<file path="config.mk">
export PLATFORM = sky130hd
export DESIGN_NAME = dmem_arbiter
export DESIGN_NICKNAME = d
export VERILOG_FILES = /design/src/rtl/dmem_arbiter.sv
export SDC_FILE = /design/constraint.sdc
export NUM_CORES = 1
export LEC_CHECK = 0
export BUFFER_PORTS_ARGS = -buffer_cell sky130_fd_sc_hd__clkbuf_2
export CAP_MARGIN = 40
export CORE_MARGIN = 2
export CORE_UTILIZATION = 45
export CTS_CLUSTER_DIAMETER = 120
export DETAILED_ROUTE_END_ITERATION = 8
export GPL_ROUTABILITY_DRIVEN = 0
export PLACE_DENSITY_LB_ADDON = 0.3
export SLEW_MARGIN = 20
export SYNTH_ARGS = -nofsm -noshare
export SYNTH_HDL_FRONTEND = slang
export SYNTH_SLANG_ARGS = --single-unit
</file>
<file path="constraint.sdc">
create_clock -name clk -period 1.7 [get_ports clk]
set_input_delay 0.17 -clock clk [delete_from_list [all_inputs] [get_ports clk]]
set_output_delay 0.17 -clock clk [all_outputs]
set_load 0.05 [all_outputs]
</file>
<file path="src/rtl/dmem_arbiter.sv">
// Two-master arbiter for a single-port synchronous data RAM: IDLE -> ACCESS -> RESP.
// Define DMEM_ARB_FIXED_PRIO_EN for fixed m0 priority; the default build uses round-robin.
module dmem_arbiter #(
    parameter int ADDR_W = 10,
    parameter int DATA_W = 32
) (
    input  logic              clk,
    input  logic              RSTN,
    input  logic              m0_req,
    input  logic              m0_we,
    input  logic [ADDR_W-1:0] m0_addr,
    input  logic [DATA_W-1:0] m0_wdata,
    output logic              m0_gnt,
    output logic              m0_rvalid,
    output logic [DATA_W-1:0] m0_rdata,
    input  logic              m1_req,
    input  logic              m1_we,
    input  logic [ADDR_W-1:0] m1_addr,
    input  logic [DATA_W-1:0] m1_wdata,
    output logic              m1_gnt,
    output logic              m1_rvalid,
    output logic [DATA_W-1:0] m1_rdata,
    output logic              ram_we,
    output logic [ADDR_W-1:0] ram_addr,
    output logic [DATA_W-1:0] ram_din,
    input  logic [DATA_W-1:0] ram_dout,
    output logic              busy
);

    typedef enum logic [1:0] {IDLE, ACCESS, RESP} state_t;

    state_t              state_q, state_d;
    logic                sel_q, sel_d;
    logic                rd_q, rd_d;
    logic                m0_gnt_q, m0_gnt_d, m1_gnt_q, m1_gnt_d;
    logic                m0_rvalid_q, m0_rvalid_d, m1_rvalid_q, m1_rvalid_d;
    logic [DATA_W-1:0]   m0_rdata_q, m0_rdata_d, m1_rdata_q, m1_rdata_d;
    logic                ram_we_q, ram_we_d;
    logic [ADDR_W-1:0]   ram_addr_q, ram_addr_d;
    logic [DATA_W-1:0]   ram_din_q, ram_din_d;
    logic                pick_m1;

`ifdef DMEM_ARB_FIXED_PRIO_EN
    always_comb pick_m1 = m1_req & ~m0_req;
`else
    // last_q = 1 means m1 was granted last, so m0 wins the next tie
    logic last_q, last_d;
    always_comb pick_m1 = m1_req & (~m0_req | ~last_q);
`endif

    always_comb begin
        state_d     = state_q;
        sel_d       = sel_q;
        rd_d        = rd_q;
        m0_gnt_d    = 1'b0;
        m1_gnt_d    = 1'b0;
        m0_rvalid_d = 1'b0;
        m1_rvalid_d = 1'b0;
        m0_rdata_d  = m0_rdata_q;
        m1_rdata_d  = m1_rdata_q;
        ram_we_d    = 1'b0;
        ram_addr_d  = ram_addr_q;
        ram_din_d   = ram_din_q;
`ifndef DMEM_ARB_FIXED_PRIO_EN
        last_d      = last_q;
`endif
        case (state_q)
            IDLE: begin
                if (m0_req || m1_req) begin
                    state_d    = ACCESS;
                    sel_d      = pick_m1;
                    m0_gnt_d   = ~pick_m1;
                    m1_gnt_d   = pick_m1;
                    ram_we_d   = pick_m1 ? m1_we    : m0_we;
                    ram_addr_d = pick_m1 ? m1_addr  : m0_addr;
                    ram_din_d  = pick_m1 ? m1_wdata : m0_wdata;
                    rd_d       = pick_m1 ? ~m1_we   : ~m0_we;
`ifndef DMEM_ARB_FIXED_PRIO_EN
                    last_d     = pick_m1;
`endif
                end
            end
            ACCESS: state_d = RESP;
            RESP: begin
                state_d = IDLE;
                if (rd_q) begin
                    if (sel_q) begin
                        m1_rvalid_d = 1'b1;
                        m1_rdata_d  = ram_dout;
                    end else begin
                        m0_rvalid_d = 1'b1;
                        m0_rdata_d  = ram_dout;
                    end
                end
            end
            default: state_d = IDLE;
        endcase
    end

    always_ff @(posedge clk) begin
        if (!RSTN) begin
            state_q     <= IDLE;
            sel_q       <= 1'b0;
            rd_q        <= 1'b0;
            m0_gnt_q    <= 1'b0;
            m1_gnt_q    <= 1'b0;
            m0_rvalid_q <= 1'b0;
            m1_rvalid_q <= 1'b0;
            m0_rdata_q  <= '0;
            m1_rdata_q  <= '0;
            ram_we_q    <= 1'b0;
            ram_addr_q  <= '0;
            ram_din_q   <= '0;
`ifndef DMEM_ARB_FIXED_PRIO_EN
            last_q      <= 1'b1;
`endif
        end else begin
            state_q     <= state_d;
            sel_q       <= sel_d;
            rd_q        <= rd_d;
            m0_gnt_q    <= m0_gnt_d;
            m1_gnt_q    <= m1_gnt_d;
            m0_rvalid_q <= m0_rvalid_d;
            m1_rvalid_q <= m1_rvalid_d;
            m0_rdata_q  <= m0_rdata_d;
            m1_rdata_q  <= m1_rdata_d;
            ram_we_q    <= ram_we_d;
            ram_addr_q  <= ram_addr_d;
            ram_din_q   <= ram_din_d;
`ifndef DMEM_ARB_FIXED_PRIO_EN
            last_q      <= last_d;
`endif
        end
    end

    assign m0_gnt    = m0_gnt_q;
    assign m1_gnt    = m1_gnt_q;
    assign m0_rvalid = m0_rvalid_q;
    assign m1_rvalid = m1_rvalid_q;
    assign m0_rdata  = m0_rdata_q;
    assign m1_rdata  = m1_rdata_q;
    assign ram_we    = ram_we_q;
    assign ram_addr  = ram_addr_q;
    assign ram_din   = ram_din_q;
    assign busy      = (state_q != IDLE);

endmodule

</file>
After elaboration in Yosys (flattened, before gate mapping)
Index checks and enable logic that the tools add are counted.
- output and inout port bits: 112
- bits in registers: 116
- input port bits: 122
- word-level logic and storage cells: 40
- mux-type cells: 8
- eq/ne operators: 3
- reduce and logical (&&, ||, !) cells: 8
- bitwise logic cells: 8
- operators with widths (operator ; count):
    32-bit 2-to-1 mux ; 1
    3-bit AND reduction ; 4
    10-bit 2-to-1 mux ; 1
    1-bit NOT ; 6
    1-bit 2-to-1 mux ; 4
    2-bit one-hot mux with 2 select lines ; 1
    2-bit by 1-bit equality test with 1-bit output (second input constant) ; 1
    2-bit equality test (second input constant) ; 1
    2-bit logical NOT ; 1
    2-bit 2-to-1 mux ; 1
    2-bit != test (second input constant) ; 1
    2-bit AND reduction ; 1
    2-bit nonzero test ; 1
    1-bit bitwise AND ; 1
    1-bit logical OR ; 1
    1-bit bitwise OR ; 1

Longest topological paths before layout
- depth in word-level cells: 4
- mapped depth: 6
- gate-level depth less buffers: 4

Least setup slack after synthesis
No wires, ideal clock.
- path kind: reg2reg
- start point: reg sel_q
- end point: reg m1_rdata_q[10] (netlist: m1_rdata[10])
- data arrival time: 1.156 ns
- clock period less this slack: 1.273 ns
- stages on the path, launching flop included: 7
- path buffers: 2
- slack: 0.427 ns
- library setup time: 0.117 ns
- path through: dfxtp_1 inv_2 or3_1 clkbuf_1 buf_2 nand2_1 a21boi_1
- word-level cells in the longest chain between the ends: 1
- ends and longest elaborated chain (item ; RTL line ; RTL):
    start, declared ; 33 ; logic sel_q, sel_d;
    start signal, assigned ; 119 ; sel_q <= sel_d;
    3-bit AND reduction (no source line) ; - ;
    end signal, assigned ; 126 ; m1_rdata_q <= m1_rdata_d;
    end, declared ; 37 ; logic [DATA_W-1:0] m0_rdata_q, m0_rdata_d, m1_rdata_q, m1_rdata_d;
Every way passes these cells.
A chain may end at the register's enable or synchronous reset.

Final worst setup path
- start point: reg last_q
- end point: reg ram_we_q (netlist: ram_we)
- word-level cells in the longest chain between the ends: 4
- ends and longest elaborated chain (item ; RTL line ; RTL):
    start, declared ; 47 ; logic last_q, last_d;
    start signal, assigned ; 131 ; last_q <= last_d;
    1-bit NOT ; 48 ; always_comb pick_m1 = m1_req & (~m0_req | ~last_q);
    1-bit bitwise OR ; 48 ;
    1-bit bitwise AND ; 48 ;
    1-bit 2-to-1 mux ; 74 ; ram_we_d = pick_m1 ? m1_we : m0_we;
    end signal, assigned ; 127 ; ram_we_q <= ram_we_d;
    end, declared ; 38 ; logic ram_we_q, ram_we_d;
Every way passes these cells.

==> flow_metrics.tcl <==
set metrics [dict create \
    synth_top_cell_by_area "dfxtp_1" \
    min_path_type "in2reg" \
    layout_worst_path_cycle_share_pct 92.8 \
    worst_slew_pin_slew_ps 395 \
    grt_pass1_vias 5050 \
    max_freq_ghz 0.634 \
    crit_chain "a21boi_4, mux2i_1, dlygate4sd3_1, nor2_1" \
    m1WireLength_mm 6.16 \
    wl_met3_mm 1.30 \
    ys_ff_latch 116 \
    slew_headroom_pct 73.6 \
    grt_max_degree 84 \
    critPathKind "reg2reg" \
    fin_hold_ws_ps 59.4 \
    rsz0062_at_grt "no" \
    hpwlAfterDp_mm 8.47 \
    clock_path_buffers 2 \
    synthesis.nets 670 \
    final_antenna_net_count 0 \
    dp_slack_ps 254 \
    fin_util_pct 78.5 \
    cts_buffers 17 \
    min_period_ps 1580 \
    pin_count 234 \
    synth.area.top_cells "dfxtp_1 52%, nand2_1 18%, a21boi_1 10%, a31oi_1 5.9%, o21ai_0 4.7%" \
    cellLeakagePower_uw 0.00343 \
    post-cts-setup-buffers 0 \
    track_usage_pct 28.4 \
    synth_top_cell_area_share_pct 52.4 \
    worstPathArrival_ps 1980 \
    cts_tree "built" \
    max-cap-violations 0 \
    slowest_delay_ps 590 \
    ir_worst_vdd_uv 532 \
    die_w_um 103 \
    p_per_area_mw_per_mm2 1100 \
    drt_iter0_drc 300 \
    antenna_found_initial 0 \
    grt_pass1_wl_mm 23.3 \
    top_layer_used "met4" \
    htree_num_levels 4 \
    setup_tns_ps 0 \
    wl_met2_mm 7.59 \
    slowest_stage "dlygate4sd3_1" \
    routed_wl_mm 15.6 \
    finalNetCount 1008 \
    status "completed" \
    r2r_slack_ps 120 \
    ctsResizeCount 0 \
    viasPerCell 5.14 \
    start_kind "flip-flop" \
    area_growth_pct 71.5 \
    cts.sinks 116 \
    path_clk_slew_ps 60 \
    fin_ws_ps 122 \
    drc 0 \
    diodes 0 \
    total_power_uw 8330 \
    syn_area_sq_mm 0.00443 \
    ys_seq_area_share_pct 52.4 \
    drive_gt1_share_pct 31.2 \
    finClkSkew_ps 11.2 \
    core_area_sq_mm 0.00968 \
    setup_viol_count_final 0 \
    synth.avg_cell_area_sq_um 8.09 \
    final-max-slew-violation-count 0 \
    wire_per_inst_um 15.2 \
    critPathMaxFanout 4 \
    die_height_um 103 \
    first_pass_iters 5 \
    syn_inst 548 \
    grt_overflow 0 \
    hold_violations 0 \
    vias 5297 \
    dieArea_sq_mm 0.0107 \
    yosys_warnings 0 \
    synth_cell_type_count 22 \
    portBuffers 233 \
    start_util_pct 45.8 \
    clk_latency_ps 510 \
    cts-root-buf "clkbuf_8" \
    crit_path_end_kind "flip-flop" \
    num_rows 36 \
    critical_path_required_ps 2100 \
]
-- timing repair --
item / in CTS / in global routing
setup endpoints to repair: 0 / 0
hold buffers: 118 / 0
endpoints found under the hold margin: 107 / 0
-- cell type report --
| type | instances | area (sq um) |
|---|---|---|
| Timing Repair Buffer | 362 | 2520 |
| Sequential cell | 116 | 2320 |
| Fill cell | 569 | 2080 |
| Multi-Input combinational cell | 386 | 1930 |
| Clock buffer | 24 | 490 |
| Clock inverter | 7 | 166 |
| Tap cell | 133 | 166 |
| Inverter | 3 | 11.3 |
-- flip-flops by register name, summed over array words and instances, names as in the netlist, 2 cells and up --
signal and cells:
m0_rdata 32, m1_rdata 32, ram_din 32, ram_addr 10, state_q 2
-- worst max-delay path, delay by kind of cell (launching register included) --
family,cells,cell delay [ps]
DFF,1,350
buffers and inverters,1,590
AOI/OAI and AO/OA,1,200
and+or+nand+nor,1,40
muxes,1,280
-- kinds of logic after synthesis --
family	share of synthesized area, %
mux	0.452
compound gates	22.4
simple gates	20.2
buf+inv	4.52
flops	52.4
-- synthesized netlist by cell type, drive strengths merged --
master and number:
nand2 218, dfxtp 116, a21boi 65, a31oi 42, o21ai 42, buf 22, clkbuf 21, nor2 5
and2 3, inv 3, mux2i 2, nor3 2, or3 2, a21oi 1, a31o 1, nor2b 1
o21a 1, o22ai 1
-- metrics by stage --
stage,instance area [sq um],cells
6_report,7600,1031
5_1_grt,7600,1031
4_1_cts,7600,1031
3_5_place_dp,5770,882
3_3_place_gp,5770,882
2_1_floorplan,4430,548
-- report_power, final --
| part | internal, uW | switching [uW] |
|---|---|---|
| registers | 2860 | 79.5 |
| logic | 532 | 931 |
| clock network | 2720 | 1200 |
-- layout by cell type, fill, tap and decap left out, types with 3 or more instances in the layout --
master,Yosys,layout
clkbuf_2,0,233
nand2_1,218,218
dlygate4sd3_1,0,118
dfxtp_1,116,116
a21boi_1,60,60
o21ai_0,42,42
a31oi_1,42,42
clkbuf_16,0,16
buf_12,0,7
clkbuf_8,0,6
bufinv_16,0,5
a21boi_0,4,4
nor2_1,4,4
buf_4,0,4
and2_1,3,3
-- worst paths after layout --
kind	end	depth (start not counted)	from
max reg2reg	ram_we	4	last_q
min	last_q	3	m0_req
min reg2reg	m0_rdata[9]	2	m0_rdata[9]
max	ram_we	4	last_q
-- routing by layer --
layer / up-vias / track usage [%]
met2: 322 / 47.9
met1: 2408 / 32.5
li1: 2503 / -
met3: 64 / 7.86
met4: 0 / 15.7
met5: - / 0
Power figures use the tool's default switching activity.
